==> config.mk <==
export PLATFORM = sky130hd
export DESIGN_NAME = rh_cs1_multi
export DESIGN_NICKNAME = d
export VERILOG_FILES = /design/src/rtl/rh_cs1_pkg.sv /design/src/rtl/rh_drive_mux.sv /design/src/rtl/rh_cs1_multi.sv
export SDC_FILE = /design/constraint.sdc
export NUM_CORES = 1
export LEC_CHECK = 0
export CAP_MARGIN = 40
export CELL_PAD_IN_SITES_DETAIL_PLACEMENT = 0
export CELL_PAD_IN_SITES_GLOBAL_PLACEMENT = 1
export CORE_ASPECT_RATIO = 1.75
export CORE_MARGIN = 2
export CORE_UTILIZATION = 21
export DETAILED_ROUTE_END_ITERATION = 10
export PLACE_DENSITY_LB_ADDON = 0.1
export SYNTH_ARGS = -nofsm -noshare
export SYNTH_HDL_FRONTEND = slang
export SYNTH_SLANG_ARGS = --single-unit
==> constraint.sdc <==
create_clock -name clk -period 3.2 [get_ports clk]
set_input_delay 0.48 -clock clk [delete_from_list [all_inputs] [get_ports clk]]
set_output_delay 0.48 -clock clk [all_outputs]
set_load 0.05 [all_outputs]
==> src/rtl/rh_cs1_pkg.sv <==
// RH11 CS1 shared definitions: field positions,
// devDATAI extraction helpers and interrupt FSM states.
package rh_cs1_pkg;

   localparam int bitSC   = 15;
   localparam int bitTRE  = 14;
   localparam int bitCPE  = 13;
   localparam int bitDVA  = 11;
   localparam int bitPSEL = 10;
   localparam int bitBAhi = 9;
   localparam int bitBAlo = 8;
   localparam int bitRDY  = 7;
   localparam int bitIE   = 6;
   localparam int bitFUNhi = 5;
   localparam int bitFUNlo = 1;
   localparam int bitGO   = 0;

   typedef enum logic {IDLE, PEND} intState_t;

   // devDATAI[20:35] is big-endian; bit 35 is CS1 bit 0.
   function automatic logic [15:0] cs1Word(input logic [0:15] lo);
      logic [15:0] w;
      for (int k = 0; k < 16; k++) w[k] = lo[15-k];
      return w;
   endfunction

   function automatic logic [4:0] cs1Fun(input logic [15:0] w);
      return w[bitFUNhi:bitFUNlo];
   endfunction

endpackage

==> src/rtl/rh_drive_mux.sv <==
// Per-drive GO/DVA/FUN selection by unit number.
// Units with no attached drive read as all zero.
module rh_drive_mux
   import rh_cs1_pkg::*;
#(
   parameter int NUM_DRIVES = 8,
   parameter int UNIT_W     = 3
) (
   input  logic [UNIT_W-1:0]       unit,
   input  logic [NUM_DRIVES-1:0]   go,
   input  logic [NUM_DRIVES-1:0]   dva,
   input  logic [5*NUM_DRIVES-1:0] fun,
   output logic                    sGo,
   output logic                    sDva,
   output logic [4:0]              sFun
);

   // Select the addressed drive; no match leaves zeros.
   always_comb begin
      sGo  = 1'b0;
      sDva = 1'b0;
      sFun = 5'd0;
      for (int i = 0; i < NUM_DRIVES; i++) begin
         if (unit == UNIT_W'(i)) begin
            sGo  = go[i];
            sDva = dva[i];
            sFun = fun[5*i +: 5];
         end
      end
   end

endmodule

==> src/rtl/rh_cs1_multi.sv <==
// Multi-drive RH11 CS1: drive mux, TRE edge capture,
// GO strobe with program-error check, interrupt FSM.
module rh_cs1_multi
   import rh_cs1_pkg::*;
#(
   parameter int NUM_DRIVES = 8,
   parameter int UNIT_W     = 3,
   parameter int NUM_ERR    = 9
) (
   input  logic                    clk,
   input  logic                    rst,
   input  logic                    devRESET,
   input  logic                    devLOBYTE,
   input  logic                    devHIBYTE,
   input  logic [0:35]             devDATAI,
   input  logic                    rhcs1WRITE,
   input  logic                    rhCLRGO,
   input  logic                    rhCLRTRE,
   input  logic                    rhCLR,
   input  logic                    rhIACK,
   input  logic [NUM_ERR-1:0]      errSTAT,
   input  logic [NUM_DRIVES-1:0]   rpATA,
   input  logic [NUM_DRIVES-1:0]   rpDVA,
   input  logic [NUM_DRIVES-1:0]   rpGO,
   input  logic [5*NUM_DRIVES-1:0] rpFUN,
   input  logic [UNIT_W-1:0]       rhUNIT,
   input  logic [17:16]            rhBA,
   output logic [15:0]             rhCS1,
   output logic                    rhINTR,
   output logic [NUM_DRIVES-1:0]   rhGOSTB,
   output logic [4:0]              rhFUNWR,
   output logic                    rhPGESET
);

   logic              sGo, sDva;
   logic [4:0]        sFun;
   logic [15:0]       cs;
   logic              rdy, sc, cpe, clr;
   logic              wrLo, wrHi, goWr, forceInt;
   logic              errAny, lastErr, errRise;
   logic              tre, psel, ie;
   logic              lastRdy, lastSc, rdyRise, scRise;
   logic [UNIT_W-1:0] lastUnit;
   logic [NUM_DRIVES-1:0] unitHot;
   intState_t         state;
   logic [19:0]       unusedHiData;

   rh_drive_mux #(
      .NUM_DRIVES(NUM_DRIVES),
      .UNIT_W(UNIT_W)
   ) uMux (
      .unit(rhUNIT),
      .go(rpGO),
      .dva(rpDVA),
      .fun(rpFUN),
      .sGo(sGo),
      .sDva(sDva),
      .sFun(sFun)
   );

   assign unusedHiData = devDATAI[0:19];
   assign cs       = cs1Word(devDATAI[20:35]);
   assign cpe      = 1'b0;
   assign rdy      = !sGo;
   assign sc       = tre | cpe | (|rpATA);
   assign clr      = devRESET | rhCLR;
   assign wrLo     = rhcs1WRITE & devLOBYTE;
   assign wrHi     = rhcs1WRITE & devHIBYTE;
   assign goWr     = wrLo & cs[bitGO];
   assign forceInt = wrLo & cs[bitIE] & !cs[bitGO] & rdy;
   assign errAny   = |errSTAT;
   assign errRise  = errAny & !lastErr;
   assign rdyRise  = rdy & !lastRdy & (rhUNIT == lastUnit);
   assign scRise   = sc & !lastSc;

   // One-hot decode of the selected unit for the GO strobe.
   always_comb begin
      unitHot = '0;
      for (int i = 0; i < NUM_DRIVES; i++)
         if (rhUNIT == UNIT_W'(i)) unitHot[i] = 1'b1;
   end

   // Assemble the CS1 read word.
   always_comb begin
      rhCS1                   = '0;
      rhCS1[bitSC]            = sc;
      rhCS1[bitTRE]           = tre;
      rhCS1[bitCPE]           = cpe;
      rhCS1[bitDVA]           = sDva;
      rhCS1[bitPSEL]          = psel;
      rhCS1[bitBAhi:bitBAlo]  = rhBA;
      rhCS1[bitRDY]           = rdy;
      rhCS1[bitIE]            = ie;
      rhCS1[bitFUNhi:bitFUNlo] = sFun;
      rhCS1[bitGO]            = sGo;
   end

   // Control bits and edge histories; clears win over sets.
   always_ff @(posedge clk) begin
      if (rst) begin
         tre      <= 1'b0;
         psel     <= 1'b0;
         ie       <= 1'b0;
         lastErr  <= 1'b0;
         lastRdy  <= 1'b0;
         lastSc   <= 1'b0;
         lastUnit <= '0;
      end else begin
         lastErr  <= errAny;
         lastRdy  <= rdy;
         lastSc   <= sc;
         lastUnit <= rhUNIT;
         if (clr | rhCLRTRE | rhCLRGO) tre <= 1'b0;
         else if (errRise)             tre <= 1'b1;
         if (clr)              psel <= 1'b0;
         else if (wrHi & rdy)  psel <= cs[bitPSEL];
         if (clr | rhIACK) ie <= 1'b0;
         else if (wrLo)    ie <= cs[bitIE];
      end
   end

   // GO strobe to a ready, available drive, else program error.
   always_ff @(posedge clk) begin
      if (rst) begin
         rhGOSTB  <= '0;
         rhFUNWR  <= 5'd0;
         rhPGESET <= 1'b0;
      end else begin
         rhGOSTB  <= '0;
         rhPGESET <= goWr & !rdy & !clr;
         if (goWr & rdy & sDva & !clr) begin
            rhGOSTB <= unitHot;
            rhFUNWR <= cs1Fun(cs);
         end
      end
   end

   // Interrupt request FSM; IACK and clears dominate triggers.
   always_ff @(posedge clk) begin
      if (rst) begin
         state  <= IDLE;
         rhINTR <= 1'b0;
      end else if (clr | rhIACK) begin
         state  <= IDLE;
         rhINTR <= 1'b0;
      end else begin
         unique case (state)
            IDLE: if ((ie & (rdyRise | scRise)) | forceInt) begin
               state  <= PEND;
               rhINTR <= 1'b1;
            end
            PEND: if (wrLo & !cs[bitIE]) begin
               state  <= IDLE;
               rhINTR <= 1'b0;
            end
         endcase
      end
   end

endmodule

### Word level (Yosys, flattened, before mapping)

Index checks and enable logic that the tools add are counted.

| storage, ports and cells | value |
|---|---|
| bits in registers | 25 |
| input port bits | 124 |
| output and inout bits | 31 |
| logic and storage cells | 102 |

| cells by class | value |
|---|---|
| eq/ne operators | 10 |
| muxes and demuxes | 38 |
| bitwise gates (word level) | 27 |
| reduce and logical (&&, ||, !) cells | 15 |

Operators with widths:

| kind | number |
|---|---|
| two-way mux 5 bit | 8 |
| two-way mux 1 bit | 28 |
| AND 1 bit | 18 |
| == test 3 bit (second input constant) | 4 |
| OR reduction 9 bit | 1 |
| OR reduction 2 bit | 4 |
| OR reduction 8 bit | 1 |
| logical NOT 1 bit | 7 |
| bitwise OR 1 bit | 7 |
| == test 3 x 2 -> 1 bit (second input constant) | 2 |
| case mux 1 bit (2 select lines) | 2 |
| == test 3 x 1 -> 1 bit (second input constant) | 1 |
| == test 3 bit | 1 |
| logical NOT 3 bit | 1 |
| inequality test 2 x 1 -> 1 bit (second input constant) | 1 |
| inequality test 2 bit (second input constant) | 1 |
| NOT 1 bit | 2 |
| AND reduction 2 bit | 1 |

### Logic depth before layout (Yosys ltp)

Gate-level depths: netlist (run 1).

| depth | value |
|---|---|
| depth in word-level cells | 17 |
| depth in mapped cells | 8 |
| depth with buffers taken out | 6 |

### Modules after synthesis

From an unflattened synthesis (run 1), not the netlist that was laid out.

| unflattened totals | value |
|---|---|
| cells, all modules | 183 |
| area, all modules | 1702.9 µm² |

By module, submodules not included:

| module | instances | cells an instance | area each (µm²) | seq. area each (µm²) |
|---|---|---|---|---|
| rh_cs1_multi | 1 | 107 | 1029.7 | 500.5 |
| rh_drive_mux | 1 | 76 | 673.1 | 0.0 |

### Worst setup path before layout (run 1)

No wires, ideal clock.

| timing | value |
|---|---|
| kind | input to output |
| start | input port rhUNIT[2] |
| end | output port rhCS1[3] |
| arrival | 2434 ps |
| required time | 2720 ps |
| slack | 286 ps |
| stages on the path | 5 |
| cell sequence | buf_2 > buf_2 > buf_1 > o221a_2 > o21ai_0 |

| on the way | value |
|---|---|
| cells in the longest elaborated chain, start to end | 9 |

Ends and longest elaborated chain:

| element | line | text |
|---|---|---|
| start: declaration | rh_cs1_multi.sv:26 | `input logic [UNIT_W-1:0] rhUNIT,` |
| logical NOT 3 bit | rh_drive_mux.sv:24 | `if (unit == UNIT_W'(i)) begin` |
| two-way mux 5 bit (7 in a row) | rh_drive_mux.sv:24 |  |
| two-way mux 5 bit (*) | rh_drive_mux.sv:24 |  |
| end: declaration | rh_cs1_multi.sv:28 | `output logic [15:0] rhCS1,` |

Mark *: on every way between the ends. The rest lies on a longest branch, timed or not.

### Worst setup path after layout (run 1)

| timing | value |
|---|---|
| start | input port rhUNIT[1] |
| end | output port rhCS1[1] |

The elaborated chain is that of the path after synthesis.

==> flow_summary.yaml, run 1 <==
logic_synthesis:
  synth.area.mux_share: 0.158
  yosysSeqAreaShare: 0.308
  async_reset_ff_frac: 0
  synth-seq-cells: 25
  synth_xor_area_frac: 0.0162
  synth-edff-count: 0
  syn_inst: 192
  synth_area_um2: 1630
  synthTopCellsByArea: "dfxtp_1 31%, mux2i_1 9.8%, buf_4 6.0%"
  synth_top_flop_cell: "dfxtp_1"
  synth_top_cell_area_share: 0.308
  avgSynthCellArea_um2: 8.47
  ys_types: 43
  synthAdderAreaFrac: 0
  synth_top_family_by_area: "simple AND/OR/NAND/NOR gates"
  synth_top_cell_by_area: "dfxtp_1"
  synth-simple-area-share: 0.258
  synth_compound_area_frac: 0.141
  ys_warn_count: 0
floorplan:
  die_w_um: 70.5
  ioPinCount: 155
  dieArea_um2: 8490
  dieHeight_um: 120
  start_util: 0.216
  core_area_um2: 7510
  rows: 42
timing:
  finalSetupTns_ns: 0
  finalClockSkew_ns: 0.00328
  post-route-period-util: 0.876
  max_freq_mhz: 357
  slew_violations: 0
  period_needed_ns: 2.80
  rsz0062_at_grt: "no"
  hold_viol: 0
  max-slew-margin-rel: 0.440
  setup_violations: 0
  tightestPinTransition_ns: 0.840
clocking:
  clock_path_buffers: 2
  cts.clk_slew.worst_paths_ns: 0.07
  cts_resized: 0
  cts_sinks: 25
  post-cts-setup-buffer-count: 0
  root_buffer: "clkbuf_16"
  htreeDepth: 1
  cts_tree: "done"
  cts_hold_buf: 0
  cts_buffers: 3
  clk_latency_ns: 0.26
routing:
  vias_per_cell: 4.48
  drt_iter0_drc: 30
  ant_nets: 0
  drtPass1Iterations: 4
  via_count: 1750
  wl_per_cell_um: 14.5
  drc: 0
  wl_um: 5670
worst_setup_path:
  worstSetupPathType: "in -> out"
  required_ns: 2.72
  cp-start-kind: "input pin"
  worstReg2RegEnd: "state$_SDFF_PP0_"
  end_kind: "primary output"
  reg2regPathDepth: 5
  slowest_stage: "clkdlybuf4s50_1"
  worstPathCellList: "clkdlybuf4s50_1 -> nor2b_1 -> buf_4 -> a221oi_1 -> a21oi_1 -> o21ai_0 -> buf_12"
  rrSetupSlack_ns: 2.00
  crit-reg2reg-launch: "tre$_SDFFE_PP0P_"
  crit_fanout: 5
  slowest_delay_ns: 0.47
  worstPathArrival_ns: 2.32
global_route:
  antenna_found_initial: 0
  overflow: 0
  track_usage: 0.134
  grt_max_degree: 25
  grt_pass1_wl_um: 8980
  grt_pass1_vias: 1942
place:
  gp_congestion: 0.725
  portBuffers: 120
  dp.cells: 387
  dp.final_hpwl_um: 4740
  placed_area_um2: 2920
cells_and_area:
  nets: 428
  fillers: 795
  finalInstanceArea_um2: 3010
  drive_gt1_frac: 0.106
  syn_to_final_growth_pct: 84.8
  top_register: "rhGOSTB"
  antennaDiodeCount: 0
  final_cells: 391
  largest_reg_flops: 8
  reg_top3: "rhGOSTB (8), rhFUNWR (5), lastUnit (3)"
worst_hold_path:
  min_path_type: "reg -> reg"
  hold_path_depth: 2
  worstHoldEndpoint: "rhFUNWR[0]$_SDFFE_PP0P_"
  hold_start: "rhFUNWR[0]$_SDFFE_PP0P_"
power:
  ir_drop_mv: 0.173
  pwr_density_cell_nw_per_um2: 311
  leakage_nw: 1.19
  p_total_mw: 0.934
run_status:
  status: "finished, final reports clean"
job:
  drv_cap: 0
metal layers:
layer,up-vias,GRT usage,wire [µm],share of wire
li1,891,-,-,-
met1,776,0.115,1790,0.32
met2,77,0.292,3430,0.60
met3,6,0.0158,349,0.062
met4,0,0.0531,103,0.018
met5,-,0,0,0
power by group:
part	switching (mW)	internal, mW
Combinational	0.141	0.187
Sequential	0.00200	0.317
Clock	0.117	0.170
cell usage in the layout, fill, tap and decap left out, types with 2 or more instances in the layout:
cell type / n
clkdlybuf4s50_1: 111
dfxtp_1: 25
nand2_1: 17
mux2i_1: 16
nor2_1: 15
o21ai_0: 11
nand2b_1: 11
buf_4: 10
inv_1: 9
nor3_1: 9
buf_12: 7
a31oi_1: 5
a21oi_1: 4
nor4_2: 4
nor2b_1: 3
a221oi_1: 3
and3_1: 3
nor4_1: 3
nand3_1: 3
clkbuf_16: 3
a22o_1: 2
nand3b_1: 2
mux2_2: 2
mux4_1: 2
xor2_1: 2
a211o_1: 2
conb_1: 2
worst max path at each step:
stage / startpoint / cells after the start / to
4_1_cts: rhUNIT[2] / 7 / rhCS1[1]
3_3_place_gp: rhUNIT[2] / 7 / rhCS1[1]
2_1_floorplan: rhUNIT[2] / 5 / rhCS1[3]
6_report: rhUNIT[1] / 7 / rhCS1[1]
3_5_place_dp: rhUNIT[2] / 7 / rhCS1[1]
5_1_grt: rhUNIT[1] / 7 / rhCS1[0]
critical path, delay by kind of cell:
family | cells | cell delay, ns
AOI/OAI and AO/OA | 3 | 0.78
buffers and inverters | 3 | 0.86
and+or+nand+nor | 1 | 0.20
kinds of logic after synthesis:
group                  Yosys count
AND/OR/NAND/NOR                 76
AO/OA/AOI/OAI                   34
multiplexers                    21
other                            1
buffers and inverters           32
flip-flops                      25
XOR/XNOR                         3
stage by stage:
step / hold WS (ns) / utilization / setup WS (ns)
floorplan: 0.438 / - / 0.286
global placement: 0.461 / 0.389 / 0.109
detailed placement: 0.469 / 0.389 / 0.0973
CTS: 0.482 / 0.400 / 0.0753
global route: 0.496 / 0.400 / 0.270
finish: 0.477 / 0.400 / 0.397
cells in the mapped netlist, types with 3 or more instances:
| master | count |
|---|---|
| a21oi_1 | 4 |
| a221oi_1 | 3 |
| a31oi_1 | 5 |
| and3_1 | 3 |
| buf_2 | 4 |
| buf_4 | 13 |
| dfxtp_1 | 25 |
| inv_1 | 9 |
| mux2i_1 | 16 |
| nand2_1 | 17 |
| nand2b_1 | 11 |
| nand3_1 | 3 |
| nor2_1 | 15 |
| nor2b_1 | 3 |
| nor3_1 | 9 |
| nor4_1 | 3 |
| nor4_2 | 4 |
| o21ai_0 | 11 |
layout make-up:
cell class,instances,area (µm²),area share
Clock buffer,3,75.1,0.0250
Inverter,9,33.8,0.0112
Clock inverter,1,7.51,0.00250
Tap cell,88,110,0.0366
Multi-Input combinational cell,136,941,0.313
Sequential cell,25,500,0.166
Timing Repair Buffer,129,1340,0.445
(Power assumes the default switching activity.)
==> run 2, diff against run 1 <==
Settings changed: CTS_CLUSTER_SIZE set to 24.
==> results of run 2 <==
No change in the layout: final DEF, timing and power equal those of run 1.
